===== config.mk =====
export PLATFORM = sky130hd
export DESIGN_NAME = video_pixel_tracker
export DESIGN_NICKNAME = d
export VERILOG_FILES = /design/src/rtl/video_pkg.sv /design/src/rtl/video_geom_filter.sv /design/src/rtl/video_pixel_tracker.sv
export SDC_FILE = /design/constraint.sdc
export NUM_CORES = 1
export LEC_CHECK = 0
export ABC_CLOCK_PERIOD_IN_PS = 4100
export BUFFER_PORTS_ARGS = -buffer_cell sky130_fd_sc_hd__buf_4
export CAP_MARGIN = 5
export CORE_UTILIZATION = 53
export CTS_BUF_LIST = sky130_fd_sc_hd__clkbuf_2
export DETAILED_ROUTE_END_ITERATION = 10
export GPL_ROUTABILITY_DRIVEN = 0
export PLACE_DENSITY = 0.78
export SYNTH_ARGS = -nofsm -noshare
export SYNTH_HDL_FRONTEND = slang
export SYNTH_SLANG_ARGS = --single-unit

===== constraint.sdc =====
create_clock -name clk -period 4.1 [get_ports clk]
set_clock_uncertainty 0.05 [all_clocks]
set_input_delay 0.41 -clock clk [delete_from_list [all_inputs] [get_ports clk]]
set_output_delay 0.41 -clock clk [all_outputs]
set_load 0.02 [all_outputs]

===== src/rtl/video_pkg.sv =====
// Shared types and counter widths for the video pixel tracker.
//   tracker_state_t : line/frame tracking states
//   XCNT_BITS       : width of the internal column counter and measured width
//   YCNT_BITS       : width of the internal row counter and measured height
package video_pkg;

  typedef enum logic [1:0] {
    SYNC   = 2'd0,
    ACTIVE = 2'd1,
    HBL    = 2'd2,
    VBL    = 2'd3
  } tracker_state_t;

  localparam int XCNT_BITS = 11;
  localparam int YCNT_BITS = 10;

endpackage


===== src/rtl/video_geom_filter.sv =====
// Frame geometry stability filter.
// A measurement is published only when it matches the measurement of the
// previous frame, so downstream scalers never see a one-frame glitch.
//   clk, reset          : core clock, synchronous active-high reset
//   meas_valid          : one-clk strobe at frame end
//   meas_w, meas_h      : clamped geometry measured for the frame just ended
//   width, height       : published geometry (reset to WIDTH x HEIGHT)
//   geom_valid          : high once any geometry has been published
module video_geom_filter
  import video_pkg::*;
#(
  parameter int WIDTH  = 320,
  parameter int HEIGHT = 240
) (
  input  logic                 clk,
  input  logic                 reset,
  input  logic                 meas_valid,
  input  logic [XCNT_BITS-1:0] meas_w,
  input  logic [YCNT_BITS-1:0] meas_h,
  output logic [XCNT_BITS-1:0] width,
  output logic [YCNT_BITS-1:0] height,
  output logic                 geom_valid
);

  logic [XCNT_BITS-1:0] r_cand_w;
  logic [YCNT_BITS-1:0] r_cand_h;
  logic [XCNT_BITS-1:0] r_width;
  logic [YCNT_BITS-1:0] r_height;
  logic                 r_valid;
  logic                 w_match;

  assign w_match = (meas_w == r_cand_w) && (meas_h == r_cand_h);

  always_ff @(posedge clk) begin
    if (reset) begin
      r_cand_w <= '0;
      r_cand_h <= '0;
      r_width  <= XCNT_BITS'(WIDTH);
      r_height <= YCNT_BITS'(HEIGHT);
      r_valid  <= 1'b0;
    end else if (meas_valid) begin
      if (w_match) begin
        r_width  <= meas_w;
        r_height <= meas_h;
        r_valid  <= 1'b1;
      end
      // On a match the candidate is unchanged; otherwise it becomes the new one.
      r_cand_w <= meas_w;
      r_cand_h <= meas_h;
    end
  end

  assign width      = r_width;
  assign height     = r_height;
  assign geom_valid = r_valid;

endmodule


===== src/rtl/video_pixel_tracker.sv =====
// Writer-side front end for the line-buffered framebuffer.
// Converts the core's raw pixel stream (strobe, blanking, RGB) into addressed
// pixel writes and measures the frame geometry every frame.
//   clk, reset               : core clock, synchronous active-high reset
//   ce_pix_in                : raw pixel strobe (may be held for several clks)
//   hblank, vblank           : blanking flags, sampled at pixel events
//   r_in, g_in, b_in         : pixel colour
//   ce_pix, r, g, b, x, y    : registered pixel write
//   width, height            : published active geometry
//   frame_start              : one-clk pulse when a frame's active region opens
//   geom_valid               : high once any geometry has been published
module video_pixel_tracker
  import video_pkg::*;
#(
  parameter int WIDTH      = 320,
  parameter int HEIGHT     = 240,
  parameter int COLOR_BITS = 4
) (
  input  logic                      clk,
  input  logic                      reset,
  input  logic                      ce_pix_in,
  input  logic                      hblank,
  input  logic                      vblank,
  input  logic [COLOR_BITS-1:0]     r_in,
  input  logic [COLOR_BITS-1:0]     g_in,
  input  logic [COLOR_BITS-1:0]     b_in,
  output logic                      ce_pix,
  output logic [COLOR_BITS-1:0]     r,
  output logic [COLOR_BITS-1:0]     g,
  output logic [COLOR_BITS-1:0]     b,
  output logic [$clog2(WIDTH)-1:0]  x,
  output logic [$clog2(HEIGHT)-1:0] y,
  output logic [XCNT_BITS-1:0]      width,
  output logic [YCNT_BITS-1:0]      height,
  output logic                      frame_start,
  output logic                      geom_valid
);

  localparam int XW = $clog2(WIDTH);
  localparam int YW = $clog2(HEIGHT);
  localparam logic [XCNT_BITS-1:0] L_WIDTH  = XCNT_BITS'(WIDTH);
  localparam logic [YCNT_BITS-1:0] L_HEIGHT = YCNT_BITS'(HEIGHT);

  function automatic logic [XCNT_BITS-1:0] sat_inc_x(input logic [XCNT_BITS-1:0] v);
    return (&v) ? v : v + 1'b1;
  endfunction

  function automatic logic [YCNT_BITS-1:0] sat_inc_y(input logic [YCNT_BITS-1:0] v);
    return (&v) ? v : v + 1'b1;
  endfunction

  function automatic logic [XCNT_BITS-1:0] clamp_w(input logic [XCNT_BITS-1:0] v);
    return (v > L_WIDTH) ? L_WIDTH : v;
  endfunction

  function automatic logic [YCNT_BITS-1:0] clamp_h(input logic [YCNT_BITS-1:0] v);
    return (v > L_HEIGHT) ? L_HEIGHT : v;
  endfunction

  tracker_state_t       r_state, w_state_nxt;
  logic                 r_ce_q;
  logic                 r_sync_vb, w_sync_vb_nxt;
  logic [XCNT_BITS-1:0] r_xcnt, w_xcnt_nxt;
  logic [XCNT_BITS-1:0] r_maxw, w_maxw_nxt, w_maxw_le;
  logic [YCNT_BITS-1:0] r_ycnt, w_ycnt_nxt, w_ycnt_le;
  logic                 w_evt, w_pix_evt, w_pix, w_fs, w_frame_end;
  logic [XCNT_BITS-1:0] w_meas_w;
  logic [YCNT_BITS-1:0] w_meas_h;

  logic                  r_ce_pix, r_fs;
  logic [XW-1:0]         r_x;
  logic [YW-1:0]         r_y;
  logic [COLOR_BITS-1:0] r_red, r_grn, r_blu;

  // A held strobe counts once: only its rising edge is an event.
  assign w_evt = ce_pix_in & ~r_ce_q;

  always_ff @(posedge clk) begin
    if (reset) r_state <= SYNC;
    else       r_state <= w_state_nxt;
  end

  always_comb begin
    w_state_nxt   = r_state;
    w_sync_vb_nxt = r_sync_vb;
    w_xcnt_nxt    = r_xcnt;
    w_ycnt_nxt    = r_ycnt;
    w_maxw_nxt    = r_maxw;
    w_pix_evt     = 1'b0;
    w_fs          = 1'b0;
    w_frame_end   = 1'b0;

    // Values after closing the current line; a frame end seen while still in
    // ACTIVE closes the line first so the last line is counted.
    w_maxw_le = (r_xcnt > r_maxw) ? r_xcnt : r_maxw;
    w_ycnt_le = (r_xcnt != '0) ? sat_inc_y(r_ycnt) : r_ycnt;
    if (r_state == ACTIVE) begin
      w_meas_w = clamp_w(w_maxw_le);
      w_meas_h = clamp_h(w_ycnt_le);
    end else begin
      w_meas_w = clamp_w(r_maxw);
      w_meas_h = clamp_h(r_ycnt);
    end

    if (w_evt) begin
      case (r_state)
        SYNC: begin
          if (vblank) begin
            w_sync_vb_nxt = 1'b1;
          end else if (r_sync_vb) begin
            w_sync_vb_nxt = 1'b0;
            w_fs          = 1'b1;
            w_state_nxt   = hblank ? HBL : ACTIVE;
            w_pix_evt     = ~hblank;
          end
        end
        VBL: begin
          if (!vblank) begin
            w_fs        = 1'b1;
            w_state_nxt = hblank ? HBL : ACTIVE;
            w_pix_evt   = ~hblank;
          end
        end
        HBL: begin
          if (vblank) begin
            w_frame_end = 1'b1;
          end else if (!hblank) begin
            w_state_nxt = ACTIVE;
            w_pix_evt   = 1'b1;
          end
        end
        ACTIVE: begin
          if (vblank) begin
            w_frame_end = 1'b1;
          end else if (hblank) begin
            w_maxw_nxt  = w_maxw_le;
            w_ycnt_nxt  = w_ycnt_le;
            w_xcnt_nxt  = '0;
            w_state_nxt = HBL;
          end else begin
            w_pix_evt = 1'b1;
          end
        end
        default: ;
      endcase
    end

    if (w_frame_end) begin
      w_maxw_nxt  = '0;
      w_ycnt_nxt  = '0;
      w_xcnt_nxt  = '0;
      w_state_nxt = VBL;
    end

    if (w_pix_evt) w_xcnt_nxt = sat_inc_x(r_xcnt);

    // Pixels beyond the stored area are counted but never written.
    w_pix = w_pix_evt && (r_xcnt < L_WIDTH) && (r_ycnt < L_HEIGHT);
  end

  always_ff @(posedge clk) begin
    if (reset) begin
      r_ce_q    <= 1'b0;
      r_sync_vb <= 1'b0;
      r_xcnt    <= '0;
      r_ycnt    <= '0;
      r_maxw    <= '0;
      r_ce_pix  <= 1'b0;
      r_fs      <= 1'b0;
      r_x       <= '0;
      r_y       <= '0;
      r_red     <= '0;
      r_grn     <= '0;
      r_blu     <= '0;
    end else begin
      r_ce_q    <= ce_pix_in;
      r_sync_vb <= w_sync_vb_nxt;
      r_xcnt    <= w_xcnt_nxt;
      r_ycnt    <= w_ycnt_nxt;
      r_maxw    <= w_maxw_nxt;
      r_ce_pix  <= w_pix;
      r_fs      <= w_fs;
      if (w_pix) begin
        r_x   <= r_xcnt[XW-1:0];
        r_y   <= r_ycnt[YW-1:0];
        r_red <= r_in;
        r_grn <= g_in;
        r_blu <= b_in;
      end
    end
  end

  video_geom_filter #(
    .WIDTH  (WIDTH),
    .HEIGHT (HEIGHT)
  ) u_geom (
    .clk        (clk),
    .reset      (reset),
    .meas_valid (w_frame_end),
    .meas_w     (w_meas_w),
    .meas_h     (w_meas_h),
    .width      (width),
    .height     (height),
    .geom_valid (geom_valid)
  );

  assign ce_pix      = r_ce_pix;
  assign frame_start = r_fs;
  assign x           = r_x;
  assign y           = r_y;
  assign r           = r_red;
  assign g           = r_grn;
  assign b           = r_blu;

endmodule


# [Yosys cells after proc, flatten, opt, wreduce, memory -nomap -nowiden]
# Cells that the tools add are included.
[word_totals] output_inout_bits=53 reg_bits=110 inputBits=17 elab_cells=106
[op_classes] n_eq_ne=14 n_bitwise=5 n_mux=41 reduce_logical=19 n_lt_le_gt_ge=7 addsub=2
[ops] op="$mux 11" count=11
[ops] op="$mux 10" count=5
[ops] op="$gt 11x9->1 const B" count=2
[ops] op="$ne 3x2->1 const B" count=7
[ops] op="$gt 10x8->1 const B" count=2
[ops] op="$mux 2" count=10
[ops] op="$mux 1" count=12
[ops] op="$add 11x1->11 const B" count=1
[ops] op="$eq 11x11->1" count=1
[ops] op="$gt 11x11->1" count=1
[ops] op="$lt 11x9->1 const B" count=1
[ops] op="$reduce_and 11->1" count=1
[ops] op="$reduce_bool 11->1" count=1
[ops] op="$add 10x1->10 const B" count=1
[ops] op="$eq 10x10->1" count=1
[ops] op="$lt 10x8->1 const B" count=1
[ops] op="$reduce_and 10->1" count=1
[ops] op="$reduce_bool 3->1" count=3
[ops] op="$pmux 2 s4" count=1
[ops] op="$reduce_and 8->1" count=1
[ops] op="$reduce_or 2->1" count=3
[ops] op="$reduce_and 5->1" count=1
[ops] op="$eq 2x2->1 const B" count=2
[ops] op="$not 1->1" count=4
[ops] op="11 further kinds" count=14

# [Longest topological paths before layout]
# Gate-level depths: netlist (run 1).
[depth] ltp_word=9 ltp_mapped=16

# [By module]
# Synthesis (run 1) repeated with hierarchy kept, for this count alone.
[unflattened] hier_cells=670 area_unflattened_um2=5624.1
[by_module_without_submodules] mod="video_pixel_tracker" area_each_um2=3777.4 seq_area_each_um2=1341.3 cells_per_inst=473 instances=1
[by_module_without_submodules] mod="video_geom_filter" area_each_um2=1846.8 seq_area_each_um2=860.8 cells_per_inst=197 instances=1

# [Worst setup path after synthesis (run 1)]
# OpenSTA, ideal clock, no wires.
[synth_timing] kind="reg-to-reg" start="register r_xcnt[0]" end="register u_geom.r_height[3] (netlist: u_geom.height[3])" t_arrival_ns=3.374 setup_time_ns=0.080 slack_ns=0.596 period_less_slack_ns=3.504 path_stages_with_launch=16 cell_sequence="dfxtp_1 -> inv_1 -> ha_1 -> nor4b_4 -> and3_1 -> buf_6 -> or4_4 -> a2111oi_4 -> a21oi_1 -> o21a_2 -> a2111oi_4 -> and4_1 -> buf_6 -> buf_12 -> a21oi_1 -> a211oi_2"
[synth_via] elab_chain_cells=8 elab_cells_between_ends=14 classes_between="3 x order compare; 2 x eq/ne; 6 x mux; 3 x reduce/logical"
[synth_rtl] element="start, declared" line="video_pixel_tracker.sv:63" text="logic [XCNT_BITS-1:0] r_xcnt, w_xcnt_nxt;"
[synth_rtl] element="start signal, assigned" line="video_pixel_tracker.sv:178" text="r_xcnt <= w_xcnt_nxt;"
[synth_rtl] element="$gt 11x11->1 or $reduce_bool 11->1 (tied branches)" line="video_pixel_tracker.sv:95, video_pixel_tracker.sv:96"
[synth_rtl] element="$mux 11 or $mux 10 (tied branches)" line="video_pixel_tracker.sv:95, video_pixel_tracker.sv:96"
[synth_rtl] element="$gt 11x9->1 or $gt 10x8->1 (tied branches)" line="video_pixel_tracker.sv:53, video_pixel_tracker.sv:57"
[synth_rtl] element="$mux 11 or $mux 10 (tied branches)" line="video_pixel_tracker.sv:53, video_pixel_tracker.sv:57"
[synth_rtl] element="$mux 11 or $mux 10 (tied branches)" line="video_pixel_tracker.sv:97" text="if (r_state == ACTIVE) begin"
[synth_rtl] element="$eq 11x11->1 or $eq 10x10->1 (tied branches)" line="video_geom_filter.sv:32" text="assign w_match = (meas_w == r_cand_w) && (meas_h == r_cand_h);"
[synth_rtl] element="$logic_and 1x1->1" line="video_geom_filter.sv:32"
[synth_rtl] element="$reduce_and 2->1 (no line)"
[synth_rtl] element="end signal, assigned" line="video_geom_filter.sv:39" text="r_height <= YCNT_BITS'(HEIGHT);"
[synth_rtl] element="end signal, assigned" line="video_geom_filter.sv:44" text="r_height <= meas_h;"
[synth_rtl] element="end, declared" line="video_geom_filter.sv:28" text="logic [YCNT_BITS-1:0] r_height;"
# Several ways; a longest one is shown, not always the timed one.
# A chain may end at the register's enable or synchronous reset.

# [Worst setup path after layout (run 1)]
[layout_timing] start="register r_xcnt[10]" end="register u_geom.r_width[0] (netlist: u_geom.width[0])"
[layout_via] elab_chain_cells=8 elab_cells_between_ends=14 classes_between="3 x order compare; 2 x eq/ne; 6 x mux; 3 x reduce/logical"
[layout_rtl] element="$gt 11x11->1 or $reduce_bool 11->1 (tied branches)" line="video_pixel_tracker.sv:95, video_pixel_tracker.sv:96"
[layout_rtl] element="$mux 11 or $mux 10 (tied branches)" line="video_pixel_tracker.sv:95, video_pixel_tracker.sv:96"
[layout_rtl] element="$gt 11x9->1 or $gt 10x8->1 (tied branches)" line="video_pixel_tracker.sv:53, video_pixel_tracker.sv:57"
[layout_rtl] element="$mux 11 or $mux 10 (tied branches)" line="video_pixel_tracker.sv:53, video_pixel_tracker.sv:57"
[layout_rtl] element="$mux 11 or $mux 10 (tied branches)" line="video_pixel_tracker.sv:97"
[layout_rtl] element="$eq 11x11->1 or $eq 10x10->1 (tied branches)" line="video_geom_filter.sv:32"
[layout_rtl] element="$logic_and 1x1->1" line="video_geom_filter.sv:32"
[layout_rtl] element="$reduce_and 2->1 (no line)"
[layout_rtl] element="end signal, assigned" line="video_geom_filter.sv:38" text="r_width <= XCNT_BITS'(WIDTH);"
[layout_rtl] element="end signal, assigned" line="video_geom_filter.sv:43" text="r_width <= meas_w;"
[layout_rtl] element="end, declared" line="video_geom_filter.sv:27" text="logic [XCNT_BITS-1:0] r_width;"
# Several ways; a longest one is shown, not always the timed one.

==> out/qor.txt, run 1 <==
Syn Std Cell Area = 6210 um2
Seq/Total Area, Yosys = 35.5%
Layout Nets = 875
max_cap viols = 0
ys async rst share = 0%
Reg clk slew, reported paths = 0.32 ns
crit path cell chain = ha_1 -> nand3_1 -> nor4_1 -> buf_4 -> nor4_2 -> o211ai_1 -> nand3b_1 -> o21ai_0 -> a2111oi_2 -> and4_1 -> buf_4 -> a21oi_1 -> a311oi_1
initial detailed-routing violation count = 522
number of synthesized register bits = 110
Pre-antenna DRT Iters = 7
number of global-route vias before repair = 5559
H-tree depth = 3
vias = 5942
power share of the combinational group = 8.2%
Hold Crit Class = input port to flip-flop
clock share of power = 26.9%
WL final = 16800 um
most common cell after layout, fill and taps aside = nand2_1
critical path's top delay family = compound AO/OA/AOI/OAI gates
largest net degree at the start of global routing = 65
setup violators final = 0
area post-placement = 6730 um2
critical setup path kind = flip-flop to flip-flop
Most common cell on crit path = buf_4
# IOs = 70
most frequent cells in the layout = nand2_1, dfxtp_1, buf_4
Hold Path Depth = 3
Tmin final = 3.86 ns
initial core utilization = 54.4%
power density cells = 236 nW/um2
Final Cell Area = 7090 um2
detailed-route wire length per cell = 17.0 um
EDFF count, synth = 0
yosys synthesis warning count = 0
Cell Rows = 39
Final Total Pwr = 1.67 mW
diode count = 0
Die Wd = 110 um
Critical Path Source Type = flip-flop
syn_area_per_cell = 8.09 um2
Slowest Stage Delay on Critical Path = 0.53 ns
mean number of vias per cell = 6.02
post-layout util = 62.1%
kind of end point of the critical path = flip-flop
slowest CP cell = dfxtp_2
reg2reg start = r_xcnt[10]
pre-CTS WS = 0.0663 ns
Mapped Cells = 767
Final Hold Viols = 0
layout cells sized above 1 = 21.6%
initial antenna violation count = 0
Worst R2R Path Depth = 13
CTS tree = done
crit share post-route = 94.2%
Max Root-Sink Buffers = 2
setup tns final = 0 ns
Overflow after GRT = 0
prevailing post-synth register cell = dfxtp_1
TritonCTS Buffers = 9
WHS Endpoint = u_geom.height[6]
CP Data Required Time = 4.61 ns
first-pass GRT wire length = 27000 um
detailed-placement wirelength estimate = 11800 um
Die Y = 110 um
worst path arrival time = 4.37 ns
RR Endpoint = u_geom.width[0]
DRC errors left = 0
maximum clock rate = 259 MHz
VDD IR max = 0.000269 V
switching share of power = 27.0%
final non-filler cell total = 987
crit path buf inv count = 2
Syn Nets = 803
Antenna Nets Post-Route = 0
Placeable Area = 11400 um2
sequential group share of total power = 65.0%
IO buf count = 69
Skew-Pair Late Insertion Delay = 0.68 ns
flop2flop setup slack = 0.24 ns
area grow syn2layout = 14.2%
hold path start = reset
Static Leakage = 2.61 nW
Inst Count DP = 950
area of the die = 12100 um2
Root Buffer = clkbuf_2
Sink Count = 110
min setup slack post-route = 0.238 ns
peak fanout along the critical path = 13
All-Layer GR Usage = 28.7%
fin. max-slew vios = 0
slew margin rel. = 38.9%
Worst Max-Slew Pin Slew = 0.916 ns
worst hold margin = 0.136 ns
library cells used by synthesis = 84
P_int = 1.22 mW
sw power = 453 uW
status = completed
-- logic make-up after synthesis --
logic type	synth area share, %
AND/OR/NAND/NOR	26.6
AO/OA/AOI/OAI	22.1
flip-flops	35.5
buffers and inverters	7.40
adder cells (fa/ha/maj)	3.83
XOR/XNOR	2.26
multiplexers	2.34
-- routing by layer --
layer  share of wire, %  up-vias  global-route usage [%]
met5                  0        -                       0
met4                2.6        0                    10.9
met3                7.7       48                    7.29
met2                 46      244                    46.3
met1                 44     2788                    36.8
li1                   -     2862                       -
-- how the worst max path moves through the flow --
| stage | startpoint | endpoint | slack, ns | cells past startpoint |
|---|---|---|---|---|
| 6_report | r_xcnt[10] | u_geom.width[0] | 0.24 | 13 |
| 3_3_place_gp | r_xcnt[0] | u_geom.width[0] | 0.21 | 12 |
| 4_1_cts | r_xcnt[0] | u_geom.width[0] | 0.03 | 13 |
| 5_1_grt | r_maxw[8] | u_geom.width[0] | -0.04 | 14 |
| 2_1_floorplan | r_xcnt[0] | u_geom.height[3] | 0.60 | 15 |
| 3_5_place_dp | r_xcnt[0] | u_geom.width[3] | 0.07 | 12 |
-- power by group through the flow --
stage	clock network, mW	registers [mW]	logic, mW
detailed placement	0	1.11	0.120
global route	0.501	1.09	0.148
CTS	0.457	1.09	0.132
finish	0.450	1.09	0.137
global placement	0	1.11	0.117
floorplan	0	1.11	0.0795
-- tightest hold or removal path: stages --
cell and delay (ns):
buf_4 0.08, inv_1 0.21, nand3_1 0.13
-- layout make-up --
type | instances | area, um2
Inverter | 32 | 120
Multi-Input combinational cell | 574 | 3590
Tap cell | 143 | 179
Fill cell | 979 | 4330
Clock inverter | 5 | 36.3
Clock buffer | 11 | 55.1
Timing Repair Buffer | 112 | 891
Sequential cell | 110 | 2220
-- Yosys cell counts (all sizes together) (5+ instances only) --
master   count  area, um2
and3        15       95.1
buf         14        133
o211ai      11       82.6
or4          5       41.3
a21oi       80        412
a211oi      18        165
xor2         6       52.6
dfxtp      110       2200
nand2b       8       50.1
nand2      106        398
clkbuf      35        186
a31oi        5       31.3
nor3        23        120
mux2i       10        100
nor4        11       90.1
a2111oi      7        136
and4         6       55.1
inv         32        120
o21ai       27        135
ha          19        238
or3         11       70.1
nand3       29        158
xnor2       10       87.6
nand4        8       62.6
nor2        89        344
or2          5       31.3
a311oi       7       61.3
-- sequential cells by signal, summed over array words and instances, names as in the netlist, 8 cells and up --
register         flops
u_geom.width        11
r_xcnt              11
u_geom.height       10
u_geom.r_cand_h     10
u_geom.r_cand_w     11
x                    9
r_ycnt              10
y                    8
r_maxw              11
-- what timing repair did --
item | CTS | global route
setup buffers | 1 | 5
setup endpoints to repair | 2 | 21
endpoints found under the hold margin | 16 | 0
hold buffers | 15 | 0
pin swaps | 1 | 2
resized for setup | 1 | 25
Power figures use the tool's default switching activity.
==> inputs of run 2 (changes only) <==
--- a/config.mk
+++ b/config.mk
@@ -8,11 +8,13 @@
 export ABC_CLOCK_PERIOD_IN_PS = 4100
 export BUFFER_PORTS_ARGS = -buffer_cell sky130_fd_sc_hd__buf_4
 export CAP_MARGIN = 5
-export CORE_UTILIZATION = 53
+export CELL_PAD_IN_SITES_DETAIL_PLACEMENT = 2
+export CELL_PAD_IN_SITES_GLOBAL_PLACEMENT = 2
+export CORE_UTILIZATION = 36
 export CTS_BUF_LIST = sky130_fd_sc_hd__clkbuf_2
 export DETAILED_ROUTE_END_ITERATION = 10
 export GPL_ROUTABILITY_DRIVEN = 0
-export PLACE_DENSITY = 0.78
+export PLACE_DENSITY = 0.87
 export SYNTH_ARGS = -nofsm -noshare
 export SYNTH_HDL_FRONTEND = slang
 export SYNTH_SLANG_ARGS = --single-unit
==> run 2 against run 1 <==
Against the previous run:
- global-route usage decreased by 2.6 points
- die area grew 46%
- non-clock buffer count increased by 15
==> out/qor.txt, run 2 (synthesis gave the netlist of run 1 again) <==
crit path cell chain = inv_1 -> ha_1 -> a211oi_1 -> o21ai_2 -> a221oi_2 -> nor4b_2 -> o31a_2 -> or3_2 -> a2111oi_4 -> and4_4 -> buf_6 -> a21oi_1 -> a311oi_2
All-Layer GR Usage = 26.1%
largest net degree at the start of global routing = 65
TritonCTS Buffers = 9
# IOs = 70
Final Hold Viols = 0
initial core utilization = 37.2%
Tmin final = 4.06 ns
area of the multi-input gates = 3640 um2
area of the die = 17800 um2
critical setup path kind = flip-flop to flip-flop
Cell Rows = 47
max_cap viols = 0
peak fanout along the critical path = 13
detailed-placement wirelength estimate = 16400 um
Pre-antenna DRT Iters = 5
status = completed
H-tree depth = 3
Storage cell area = 2220 um2
Static Leakage = 2.71 nW
Antenna Nets Post-Route = 0
kind of end point of the critical path = flip-flop
Slowest Stage Delay on Critical Path = 0.49 ns
CTS tree = done
Layout Nets = 890
CP Data Required Time = 4.61 ns
Hold Crit Class = input port to flip-flop
WL final = 23400 um
setup violators final = 0
maximum clock rate = 246 MHz
worst hold margin = 0.286 ns
crit share post-route = 99.1%
IO buf count = 69
DRC errors left = 0
area grow syn2layout = 18.4%
Die Y = 133 um
layout cells sized above 1 = 23.4%
number of global-route vias before repair = 6765
Final Cell Area = 7350 um2
Critical Path Source Type = flip-flop
Worst Max-Slew Pin Slew = 0.986 ns
slowest CP cell = or3_2
Max Root-Sink Buffers = 2
VDD IR max = 0.000221 V
Overflow after GRT = 0
Placeable Area = 16700 um2
area post-placement = 6900 um2
mean number of vias per cell = 5.75
Die Wd = 133 um
post-layout util = 44.0%
pre-CTS WS = -0.197 ns
worst path arrival time = 4.57 ns
fin. max-slew vios = 0
initial antenna violation count = 1
Root Buffer = clkbuf_2
detailed-route wire length per cell = 21.7 um
vias = 6213
Skew-Pair Late Insertion Delay = 0.65 ns
first-pass GRT wire length = 36500 um
fillers = 1907
min setup slack post-route = 0.0365 ns
power density cells = 231 nW/um2
slew margin rel. = 34.3%
Final Total Pwr = 1.70 mW
most frequent cells in the layout = buf_4, nand2_1, dfxtp_1
Reg clk slew, reported paths = 0.30 ns
initial detailed-routing violation count = 369
Sink Count = 110
most common cell after layout, fill and taps aside = buf_4
run 2: stage by stage:
stage | cells | TNS, ns
2_1_floorplan | 767 | 0
3_3_place_gp | 1037 | -0.108
3_5_place_dp | 1037 | -1.75
4_1_cts | 1072 | 0
5_1_grt | 1080 | -0.399
6_report | 1080 | 0
run 2: path summary, 6_finish.rpt:
check | startpoint | to | slack, ns | depth (start not counted)
min reg2reg | x[2] | x[2] | 0.43 | 2
max | r_maxw[6] | u_geom.width[3] | 0.04 | 13
max reg2reg | r_maxw[6] | u_geom.width[3] | 0.04 | 13
min | reset | u_geom.height[6] | 0.29 | 3
run 2: area by class of cell:
cell class              instances  share of cell area [%]
well taps                     220                    3.75
clock buffers                  12                   0.817
flip-flops and latches        110                    30.2
diodes                          1                  0.0340
multi-input cells             574                    49.5
repair buffers                127                    13.7
clock inverters                 4                   0.323
inverters                      32                    1.63
run 2: per-layer routing:
layer	up-vias	wire length, um	global-route usage, %
li1	2891	-	-
met3	40	991	4.60
met1	3134	10100	31.7
met5	-	0	0
met2	148	11800	46.2
met4	0	508	8.78
run 2: what timing repair did:
| action | in CTS | in global routing |
|---|---|---|
| resized for setup | 7 | 31 |
| setup endpoints to repair | 22 | 22 |
| endpoints found under the hold margin | 15 | 0 |
| hold buffers | 15 | 0 |
| pin swaps | 2 | 3 |
| buffers inserted | 4 | 7 |
run 2: where the power goes:
part	switching (mW)	total, mW	internal [mW]
Clock	0.374	0.458	0.0837
Combinational	0.0925	0.151	0.0587
Sequential	0.00626	1.09	1.08
run 2: critical path: cells and delay by family, from the launching register on:
kind,cells,cell delay [ns]
simple gates,3,0.91
compound gates,7,1.95
fa+ha+maj,1,0.31
flops,1,0.47
buf+inv,2,0.27
==> inputs of run 3 (changes only) <==
--- a/config.mk
+++ b/config.mk
@@ -14,7 +14,7 @@
 export CTS_BUF_LIST = sky130_fd_sc_hd__clkbuf_2
 export DETAILED_ROUTE_END_ITERATION = 10
 export GPL_ROUTABILITY_DRIVEN = 0
-export PLACE_DENSITY = 0.87
+export PLACE_DENSITY = 0.85
 export SYNTH_ARGS = -nofsm -noshare
 export SYNTH_HDL_FRONTEND = slang
 export SYNTH_SLANG_ARGS = --single-unit
==> run 3 against run 2 <==
Against the previous run:
- first-iteration DRC count fell by 21%
- setup slack improved by 0.076 ns
- maximum frequency up 1.9%
- global-route usage decreased by 0.31 points
- via count shrank 0.58%
==> out/qor.txt, run 3 (synthesis gave the netlist of run 1 again) <==
max_cap viols = 0
Skew-Pair Late Insertion Delay = 0.66 ns
Static Leakage = 2.70 nW
area of the die = 17800 um2
layout cells sized above 1 = 22.8%
slew margin rel. = 31.8%
setup violators final = 0
initial core utilization = 37.2%
slowest CP cell = a2111oi_4
Storage cell area = 2210 um2
pre-CTS WS = -0.275 ns
H-tree depth = 3
Die Wd = 133 um
WL final = 22700 um
area post-placement = 6920 um2
crit share post-route = 97.3%
area grow syn2layout = 18.1%
CP Data Required Time = 4.62 ns
min setup slack post-route = 0.112 ns
Hold Crit Class = input port to flip-flop
number of global-route vias before repair = 6697
critical setup path kind = flip-flop to flip-flop
Layout Nets = 890
Cell Rows = 47
Critical Path Source Type = flip-flop
crit path cell chain = inv_1 -> ha_1 -> nor4b_4 -> and3_2 -> or4_4 -> a2111oi_4 -> a211oi_2 -> or3_1 -> a21oi_2 -> and4_1 -> buf_6 -> a21oi_1 -> a311oi_2
area of the multi-input gates = 3610 um2
TritonCTS Buffers = 9
# IOs = 70
Final Cell Area = 7330 um2
Overflow after GRT = 0
most frequent cells in the layout = buf_4, nand2_1, dfxtp_1
worst path arrival time = 4.51 ns
detailed-route wire length per cell = 21.0 um
first-pass GRT wire length = 36200 um
Reg clk slew, reported paths = 0.31 ns
kind of end point of the critical path = flip-flop
Worst Max-Slew Pin Slew = 1.02 ns
All-Layer GR Usage = 25.8%
Sink Count = 110
detailed-placement wirelength estimate = 16400 um
peak fanout along the critical path = 12
VDD IR max = 0.000121 V
IO buf count = 69
status = completed
initial detailed-routing violation count = 292
Placeable Area = 16700 um2
Final Hold Viols = 0
diode count = 0
Antenna Nets Post-Route = 0
power density cells = 238 nW/um2
mean number of vias per cell = 5.74
most common cell after layout, fill and taps aside = buf_4
initial antenna violation count = 0
Root Buffer = clkbuf_2
fillers = 1951
Max Root-Sink Buffers = 2
Slowest Stage Delay on Critical Path = 0.59 ns
largest net degree at the start of global routing = 65
Die Y = 133 um
vias = 6177
fin. max-slew vios = 0
CTS tree = done
Final Total Pwr = 1.74 mW
Tmin final = 3.99 ns
maximum clock rate = 251 MHz
DRC errors left = 0
Pre-antenna DRT Iters = 4
-- run 3: metrics by stage --
stage / cells / hold slack (ns) / TNS, ns / utilization (%)
after global routing: 1077 / 0.236 / -0.0394 / 43.9
after global placement: 1040 / 0.390 / -0.141 / 41.5
after detailed placement: 1040 / 0.395 / -2.98 / 41.5
final: 1077 / 0.199 / 0 / 43.9
after floorplan: 767 / 0.386 / 0 / -
after CTS: 1073 / 0.187 / 0 / 43.4
-- run 3: power breakdown --
| group | leakage (nW) | switching, mW | internal [mW] |
|---|---|---|---|
| registers | 0.891 | 0.00612 | 1.08 |
| clock network | 0.0549 | 0.379 | 0.129 |
| logic | 1.76 | 0.0888 | 0.0592 |
-- run 3: layout make-up --
cell class | count | share of cell area [%]
sequential | 110 | 30.2
multi-input combinational | 574 | 49.3
clock inverter | 5 | 0.717
clock buffer | 9 | 0.615
timing repair buffer | 127 | 13.8
inverter | 32 | 1.64
tap | 220 | 3.76
-- run 3: path summary, 6_finish.rpt --
check | startpoint | to | slack [ns] | depth (start not counted)
setup / recovery | r_xcnt[0] | u_geom.width[2] | 0.11 | 13
hold / removal | reset | u_geom.height[4] | 0.20 | 3
setup reg to reg | r_xcnt[0] | u_geom.width[2] | 0.11 | 13
hold reg to reg | x[2] | x[2] | 0.43 | 2
-- run 3: per-layer routing --
layer | up-vias | global-route usage (%) | share of wire [%]
met2 | 124 | 46.1 | 51
met1 | 3127 | 31.5 | 43
met4 | 0 | 8.71 | 2.1
met3 | 37 | 3.77 | 3.8
met5 | - | 0 | 0
li1 | 2889 | - | -
-- run 3: timing repair --
item / in CTS / in global routing
hold buffers: 15 / 0
resized for setup: 17 / 16
setup endpoints to repair: 22 / 21
pin swaps: 1 / 3
setup buffers: 4 / 4
endpoints found under the hold margin: 15 / 0
-- run 3: worst max-delay path, delay by kind of cell (launching register included) --
kind	cells	cell delay (ns)
AND/OR/NAND/NOR	5	1.60
flip-flops	1	0.41
adder cells (fa/ha/maj)	1	0.22
buffers and inverters	2	0.28
AO/OA/AOI/OAI	5	1.31
